==> src/rtl/stopwatch_pkg.sv <==
// Shared types and constants for the stopwatch mode/time-keeping core.
// Holds state encoding, BCD digit width and default wrap limits.
package stopwatch_pkg;

    localparam int DIGIT_W     = 4;
    localparam int DEF_MAX_MIN = 59;
    localparam int DEF_MAX_SEC = 59;

    typedef enum logic [1:0] {
        PAUSED = 2'd0,
        RUN    = 2'd1,
        ADJUST = 2'd2
    } state_t;

    function automatic logic [2*DIGIT_W-1:0] to_bcd(input int v);
        to_bcd = {4'(v / 10), 4'(v % 10)};
    endfunction

endpackage

==> src/rtl/stopwatch_ctrl_bcd.sv <==
// Registered two-digit BCD counter wrapping at a programmable BCD value.
// carry_out is combinational so the next field can step on the same edge.
module bcd_mod_counter
    import stopwatch_pkg::*;
(
    input  logic                 i_clk,
    input  logic                 i_rst,
    input  logic                 i_inc,
    input  logic [2*DIGIT_W-1:0] i_wrap,
    output logic [DIGIT_W-1:0]   o_tens,
    output logic [DIGIT_W-1:0]   o_ones,
    output logic                 o_carry
);

    logic [DIGIT_W-1:0] r_tens;
    logic [DIGIT_W-1:0] r_ones;
    logic               w_at_wrap;

    assign w_at_wrap = ({r_tens, r_ones} == i_wrap);
    assign o_carry   = i_inc & w_at_wrap;
    assign o_tens    = r_tens;
    assign o_ones    = r_ones;

    always_ff @(posedge i_clk) begin
        if (i_rst) begin
            r_tens <= '0;
            r_ones <= '0;
        end else if (i_inc) begin
            if (w_at_wrap) begin
                r_tens <= '0;
                r_ones <= '0;
            end else if (r_ones == 4'd9) begin
                r_ones <= '0;
                r_tens <= r_tens + 4'd1;
            end else begin
                r_ones <= r_ones + 4'd1;
            end
        end
    end

endmodule

==> src/rtl/stopwatch_ctrl.sv <==
// Stopwatch mode FSM (PAUSED/RUN/ADJUST), MM:SS BCD time and flash blanking.
// Every output is a register updated from the next-state view of this cycle.
module stopwatch_ctrl
    import stopwatch_pkg::*;
#(
    parameter int MAX_MIN = DEF_MAX_MIN,
    parameter int MAX_SEC = DEF_MAX_SEC
) (
    input  logic               clk_in,
    input  logic               rst,
    input  logic               tick_1hz,
    input  logic               tick_2hz,
    input  logic               pause_pulse,
    input  logic               adj,
    input  logic               sel,
    output logic               div_en,
    output logic               running,
    output logic [DIGIT_W-1:0] min_tens,
    output logic [DIGIT_W-1:0] min_ones,
    output logic [DIGIT_W-1:0] sec_tens,
    output logic [DIGIT_W-1:0] sec_ones,
    output logic               blank_min,
    output logic               blank_sec
);

    localparam logic [2*DIGIT_W-1:0] MIN_WRAP = to_bcd(MAX_MIN);
    localparam logic [2*DIGIT_W-1:0] SEC_WRAP = to_bcd(MAX_SEC);

    state_t r_state;
    state_t w_state_n;
    logic   r_resume;
    logic   w_resume_n;
    logic   r_flash;
    logic   w_flash_n;
    logic   r_running;
    logic   r_div_en;
    logic   r_blank_min;
    logic   r_blank_sec;
    logic   w_sec_inc;
    logic   w_min_inc;
    logic   w_sec_carry;
    logic   w_min_carry;
    logic   w_adj_tick;

    assign w_adj_tick = (r_state == ADJUST) & tick_2hz;
    assign w_sec_inc  = ((r_state == RUN) & tick_1hz) | (w_adj_tick & sel);
    // Carry only chains fields while running; adjust steps fields independently.
    assign w_min_inc  = ((r_state == RUN) & w_sec_carry) | (w_adj_tick & ~sel);

    bcd_mod_counter u_sec (
        .i_clk   (clk_in),
        .i_rst   (rst),
        .i_inc   (w_sec_inc),
        .i_wrap  (SEC_WRAP),
        .o_tens  (sec_tens),
        .o_ones  (sec_ones),
        .o_carry (w_sec_carry)
    );

    bcd_mod_counter u_min (
        .i_clk   (clk_in),
        .i_rst   (rst),
        .i_inc   (w_min_inc),
        .i_wrap  (MIN_WRAP),
        .o_tens  (min_tens),
        .o_ones  (min_ones),
        .o_carry (w_min_carry)
    );

    always_comb begin
        w_state_n  = r_state;
        w_resume_n = r_resume;
        w_flash_n  = r_flash;
        unique case (r_state)
            PAUSED: begin
                if (adj) begin
                    w_state_n  = ADJUST;
                    w_resume_n = 1'b0;
                end else if (pause_pulse) begin
                    w_state_n = RUN;
                end
            end
            RUN: begin
                if (adj) begin
                    w_state_n  = ADJUST;
                    w_resume_n = 1'b1;
                end else if (pause_pulse) begin
                    w_state_n = PAUSED;
                end
            end
            ADJUST: begin
                if (!adj) begin
                    w_state_n = r_resume ? RUN : PAUSED;
                end
            end
            default: w_state_n = PAUSED;
        endcase
        if (w_state_n != ADJUST) begin
            w_flash_n = 1'b0;
        end else if (w_adj_tick) begin
            w_flash_n = ~r_flash;
        end
    end

    always_ff @(posedge clk_in) begin
        if (rst) begin
            r_state     <= PAUSED;
            r_resume    <= 1'b0;
            r_flash     <= 1'b0;
            r_running   <= 1'b0;
            r_div_en    <= 1'b0;
            r_blank_min <= 1'b0;
            r_blank_sec <= 1'b0;
        end else begin
            r_state     <= w_state_n;
            r_resume    <= w_resume_n;
            r_flash     <= w_flash_n;
            r_running   <= (w_state_n == RUN);
            r_div_en    <= (w_state_n == RUN);
            r_blank_min <= w_flash_n & ~sel;
            r_blank_sec <= w_flash_n & sel;
        end
    end

    assign running   = r_running;
    assign div_en    = r_div_en;
    assign blank_min = r_blank_min;
    assign blank_sec = r_blank_sec;

endmodule

==> config.mk <==
export PLATFORM = sky130hd
export DESIGN_NAME = stopwatch_ctrl
export DESIGN_NICKNAME = d
export VERILOG_FILES = /design/src/rtl/stopwatch_pkg.sv /design/src/rtl/stopwatch_ctrl_bcd.sv /design/src/rtl/stopwatch_ctrl.sv
export SDC_FILE = /design/constraint.sdc
export NUM_CORES = 1
export LEC_CHECK = 0
export ABC_AREA = 1
export CAP_MARGIN = 0
export CORE_ASPECT_RATIO = 0.6
export CORE_MARGIN = 8
export CORE_UTILIZATION = 49
export DETAILED_ROUTE_END_ITERATION = 6
export HOLD_SLACK_MARGIN = 0.1
export PLACE_DENSITY_LB_ADDON = 0.15
export SYNTH_ARGS = -nofsm -noshare
export SYNTH_HDL_FRONTEND = slang
export SYNTH_SLANG_ARGS = --single-unit
==> constraint.sdc <==
create_clock -name clk_in -period 1.8 [get_ports clk_in]
set_input_delay 0.36 -clock clk_in [delete_from_list [all_inputs] [get_ports clk_in]]
set_output_delay 0.36 -clock clk_in [all_outputs]
set_load 0.05 [all_outputs]
# Word-level counts from Yosys, hierarchy flattened
# Index checks and enable logic that the tools add are counted.
# W data, S select, Z words.
[word_totals]
register_bits = 23
input_bits = 7
output_inout_bits = 20
word_cells = 63
[classes]
add_sub_neg = 4
eq_ne = 10
muxes = 20
bitwise = 12
reduce_logical = 7
[op_table]
columns = ["cell", "count"]
rows = [
  ["$mux W4", 8],
  ["$add A4 B1 Y4 const B", 4],
  ["$eq A8 B7 Y1 const B", 2],
  ["$mux W2", 5],
  ["$and A1 B1 Y1", 8],
  ["$eq A4 B4 Y1 const B", 2],
  ["$ne A2 B2 Y1 const B", 3],
  ["$pmux W2 S3", 1],
  ["$reduce_bool A2 Y1", 3],
  ["$mux W1", 5],
  ["$eq A2 B1 Y1 const B", 2],
  ["$reduce_and A2 Y1", 2],
  ["$reduce_and A3 Y1", 1],
  ["$eq A2 B2 Y1 const B", 1],
  ["$logic_not A2 Y1", 1],
  ["$not A1 Y1", 2],
  ["$or A1 B1 Y1", 2],
  ["$pmux W1 S2", 1],
]

# Longest topological paths before layout
# Gate-level depths: netlist of run 1.
[logic_depth]
ltp_word = 8
depth_mapped = 12
mapped_depth_nobuf = 12

# By module
# From an unflattened synthesis of run 1, not the netlist that was laid out.
[unflattened]
hier_cells = 207
hier_area_um2 = 1396.3
[modules_own_cells]
columns = ["mod", "n_inst", "cells_per_inst", "area_each_um2", "seq_area_each_um2"]
rows = [
  ["bcd_mod_counter", 2, 83, 549.3, 160.2],
  ["stopwatch_ctrl", 1, 41, 297.8, 140.1],
]

# Worst setup path before layout of run 1
# Ideal clock, no wire load.
[synth_path]
kind = "register to register"
from = "reg u_sec.r_ones[0] (netlist: u_sec.o_ones[0])"
to = "reg u_min.r_tens[0] (netlist: u_min.o_tens[0])"
setup_time_ns = 0.113
t_arrival_ns = 1.707
required_ns = 1.687
slack_ns = -0.020
stages_incl_launch_ff = 11
n_path_buf = 0
cell_sequence = "dfxtp_1 ha_1 nand2_1 nor2_1 nand2_1 nor2_1 nand2_4 nand2_4 nand2_4 nor2_1 nor2_1"
[synth_via]
elab_chain_cells = 5
[synth_rtl]
columns = ["element", "line_no", "source"]
rows = [
  ["from (decl)", "stopwatch_ctrl_bcd.sv:16", "logic [DIGIT_W-1:0] r_ones;"],
  ["from (signal assigned)", "stopwatch_ctrl_bcd.sv:36", "r_ones <= r_ones + 4'd1;"],
  ["$eq A8 B7 Y1", "stopwatch_ctrl_bcd.sv:19", "assign w_at_wrap = ({r_tens, r_ones} == i_wrap);"],
  ["$and A1 B1 Y1", "stopwatch_ctrl_bcd.sv:20", "assign o_carry = i_inc & w_at_wrap;"],
  ["$and A1 B1 Y1", "stopwatch_ctrl.sv:48", "assign w_min_inc = ((r_state == RUN) & w_sec_carry) | (w_adj_tick & ~sel);"],
  ["$or A1 B1 Y1", "stopwatch_ctrl.sv:48", ""],
  ["$reduce_and A2 Y1 (no source line)", "-", ""],
  ["to (signal assigned)", "stopwatch_ctrl_bcd.sv:34", "r_tens <= r_tens + 4'd1;"],
  ["to (decl)", "stopwatch_ctrl_bcd.sv:15", "logic [DIGIT_W-1:0] r_tens;"],
]
# Every way passes these cells.
# A chain may end at the register's enable or synchronous reset.

# Final worst setup path of run 1
[layout_path]
from = "reg u_sec.r_ones[1] (netlist: u_sec.o_ones[1])"
to = "reg u_min.r_tens[1] (netlist: u_min.o_tens[1])"
# The elaborated chain is that of the path after synthesis.

==> flow_summary_export.csv, run 1 <==
group,metric,value,unit
run_status,status,"completed",
timing,slew_headroom,0.681,
timing,maxSlewViolCount,0,
finish,post-route-util,0.668,
setup_path,critPathCaptureType,"flop",
clocking,cts_buffers,3,
grt,gr-usage-all-layers,0.145,
detailed_routing,top_layer_used,"met4",
finish,areaGrowthSynthToFinish,25.6,%
synth,syn_avg_cell_area,7.41,um^2
clocking,clockBufferDepth,2,
detailed_routing,ant_nets,0,
timing,finalClockSkew,0.00715,ns
timing,tightest_slew,0.476,ns
detailed_routing,met3_length,217,um
placement,gp_congestion,0.831,
finish,final_net_count,207,
clocking,cts_resized,0,
finish,layout_common_cells,"nand2_1, nor2_1, dfxtp_1, buf_4, inv_1",
detailed_routing,wl_per_cell,13.2,um
placement,place_ws,-0.0154,ns
clocking,clock-root-buffer,"clkbuf_8",
grt,grt_max_degree,14,
clocking,cts_hold_buf,0,
clocking,path_clk_slew,0.08,ns
placement,hpwlAfterDp,2300,um
grt,grt_pass1_vias,1078,
finish,layout-drive-gt1-share,0.188,
synth,synth-seq-cells,23,
floorplan,rows,13,
clocking,postCtsSetupBuffers,0,
timing,finalCriticalPeriod,1.61,ns
detailed_routing,drc_errors,0,
grt,antenna_found_initial,0,
floorplan,dieArea,0.00430,mm^2
setup_path,critPathMaxFanout,8,
setup_path,r2r_cells,11,
timing,layout_setup_ws,0.190,ns
detailed_routing,wl_met1,1350,um
setup_path,cp-startpoint,"u_sec.o_ones[1]",
clocking,cts_tree,"built",
clocking,cts.sinks,23,
floorplan,ios,27,
timing,tns,0,ns
worst_hold_path,worstHoldPathType,"flop to flop",
grt,overflow,0,
setup_path,r2r_setup_slack,0.19,ns
synth,ys_types,26,
detailed_routing,wl_met2,1320,um
run,cap_violations,0,
worst_hold_path,hold_depth,2,
detailed_routing,vias,1149,
grt,grt_pass1_wl,4860,um
detailed_routing,first_pass_iters,4,
setup_path,cp.required,1.97,ns
synth,yosys_warnings,0,
detailed_routing,drt-total-wl,2920,um
setup_path,worst-setup-path-type,"flop to flop",
floorplan,start_util,0.532,
setup_path,start_kind,"flop",
synth,ys_seq_area_frac,0.389,
floorplan,core-area,0.00223,mm^2
synth,netlist_area,0.00118,mm^2
detailed_routing,drtIter0Drc,78,
placement,io_buffers,26,
setup_path,arrival,1.78,ns
timing,timing.final.crit_share,0.894,
setup_path,reg2reg_to,"u_min.o_tens[1]",
setup_path,worstReg2RegStart,"u_sec.o_ones[1]",
setup_path,crit_end,"u_min.o_tens[1]",
power_and_ir_drop,power_density,641,mW/mm^2
synth,netlist_instances,160,
clocking,clkLatencyLatePin,0.27,ns
timing,fmax,0.621,GHz
floorplan,fp.dieH,54.1,um
power_and_ir_drop,p_leak,0.000733,uW
clocking,h-tree-depth,1,
synth,synth_fp_nets,175,
placement,dp_cells,217,
timing,rsz0062_at_grt,"no",
timing,hold_viol,0,
finish,final_cells,221,
finish,final_common_cell,"nand2_1",
finish,antennaDiodeCount,0,
timing,setup_violations,0,
floorplan,die_w,79.5,um
power_and_ir_drop,ir_drop,0.418,mV
detailed_routing,post_drt_via_cell_ratio,5.20,
synth_stat cells:
cell | count | area share
nand2_1 | 30 | 0.095
dfxtp_1 | 23 | 0.39
nor2_1 | 22 | 0.070
inv_1 | 19 | 0.060
nand3_1 | 13 | 0.055
a21oi_1 | 10 | 0.042
ha_1 | 8 | 0.084
nor3_1 | 5 | 0.021
o21ai_0 | 5 | 0.021
nand2_4 | 4 | 0.038
and3_1 | 3 | 0.016
nand4_1 | 2 | 0.011
or2_2 | 2 | 0.011
xor2_1 | 2 | 0.015
a211oi_1 | 1 | 0.0063
a21o_1 | 1 | 0.0063
buf_4 | 1 | 0.0063
clkinv_1 | 1 | 0.0032
nand2_2 | 1 | 0.0053
nand4_2 | 1 | 0.011
nor2_2 | 1 | 0.0053
nor3b_1 | 1 | 0.0063
o211ai_1 | 1 | 0.0063
o21ai_1 | 1 | 0.0042
or2_0 | 1 | 0.0053
xnor2_1 | 1 | 0.0074
area by class of cell:
cell class	count	area, um^2
clock inverters	1	5.00
fillers	204	741
inverters	20	75.1
repair buffers	28	225
well taps	30	37.5
clock buffers	3	41.3
flip-flops and latches	23	462
multi-input cells	116	642
sequential cells by signal, summed over array words and instances, names as in the netlist, 2 cells and up:
register and flops:
u_sec.o_ones 4, r_state 2, u_sec.o_tens 4, u_min.o_ones 4, u_min.o_tens 4
per-layer routing:
| metal | up-vias | track usage |
|---|---|---|
| met4 | 0 | 0.0579 |
| li1 | 579 | - |
| met3 | 4 | 0.0581 |
| met2 | 33 | 0.234 |
| met5 | - | 0 |
| met1 | 533 | 0.172 |
cell families after synthesis:
kind of cell             Yosys count  synth area share
flip-flops                        23             0.389
AO/OA/AOI/OAI                     19            0.0866
AND/OR/NAND/NOR                   86             0.348
adder cells (fa/ha/maj)            8            0.0845
buffers and inverters             21            0.0697
XOR/XNOR                           3            0.0222
worst max-delay path, stage by stage, from the launching register on:
cell and delay (ns):
dfxtp_1 0.35, inv_1 0.08, ha_1 0.14, nand2_1 0.06, nor2_1 0.15, nand2_1 0.08
nor2_1 0.16, nand2_4 0.09, nand2_4 0.11, nand2_4 0.09, nor2_1 0.14, nor2_1 0.06
how the worst min path moves through the flow:
stage                         from        to  slack, ns
after floorplan                rst  r_resume       0.43
after global placement    r_resume  r_resume       0.45
after detailed placement  r_resume  r_resume       0.48
after CTS                 r_resume  r_resume       0.50
after global routing      r_resume  r_resume       0.54
final                     r_resume  r_resume       0.49
stage by stage:
step                total power, uW  instance area [um^2]  hold slack [ns]
detailed placement              643                  1440            0.483
CTS                             967                  1490            0.497
global route                   1000                  1490            0.542
floorplan                       602                  1190            0.429
finish                          953                  1490            0.494
global placement                639                  1440            0.453
power breakdown:
part           switching [uW]  internal (uW)
sequential               10.4            518
combinational            65.1           38.0
clock                     167            155
total                     243            711
Power figures use the tool's default switching activity.
==> inputs of run 2 (changes only) <==
Settings changed: ABC_CLOCK_PERIOD_IN_PS from default to 1800.
==> results of run 2 <==
No change in the layout: final DEF, timing and power equal those of run 1.
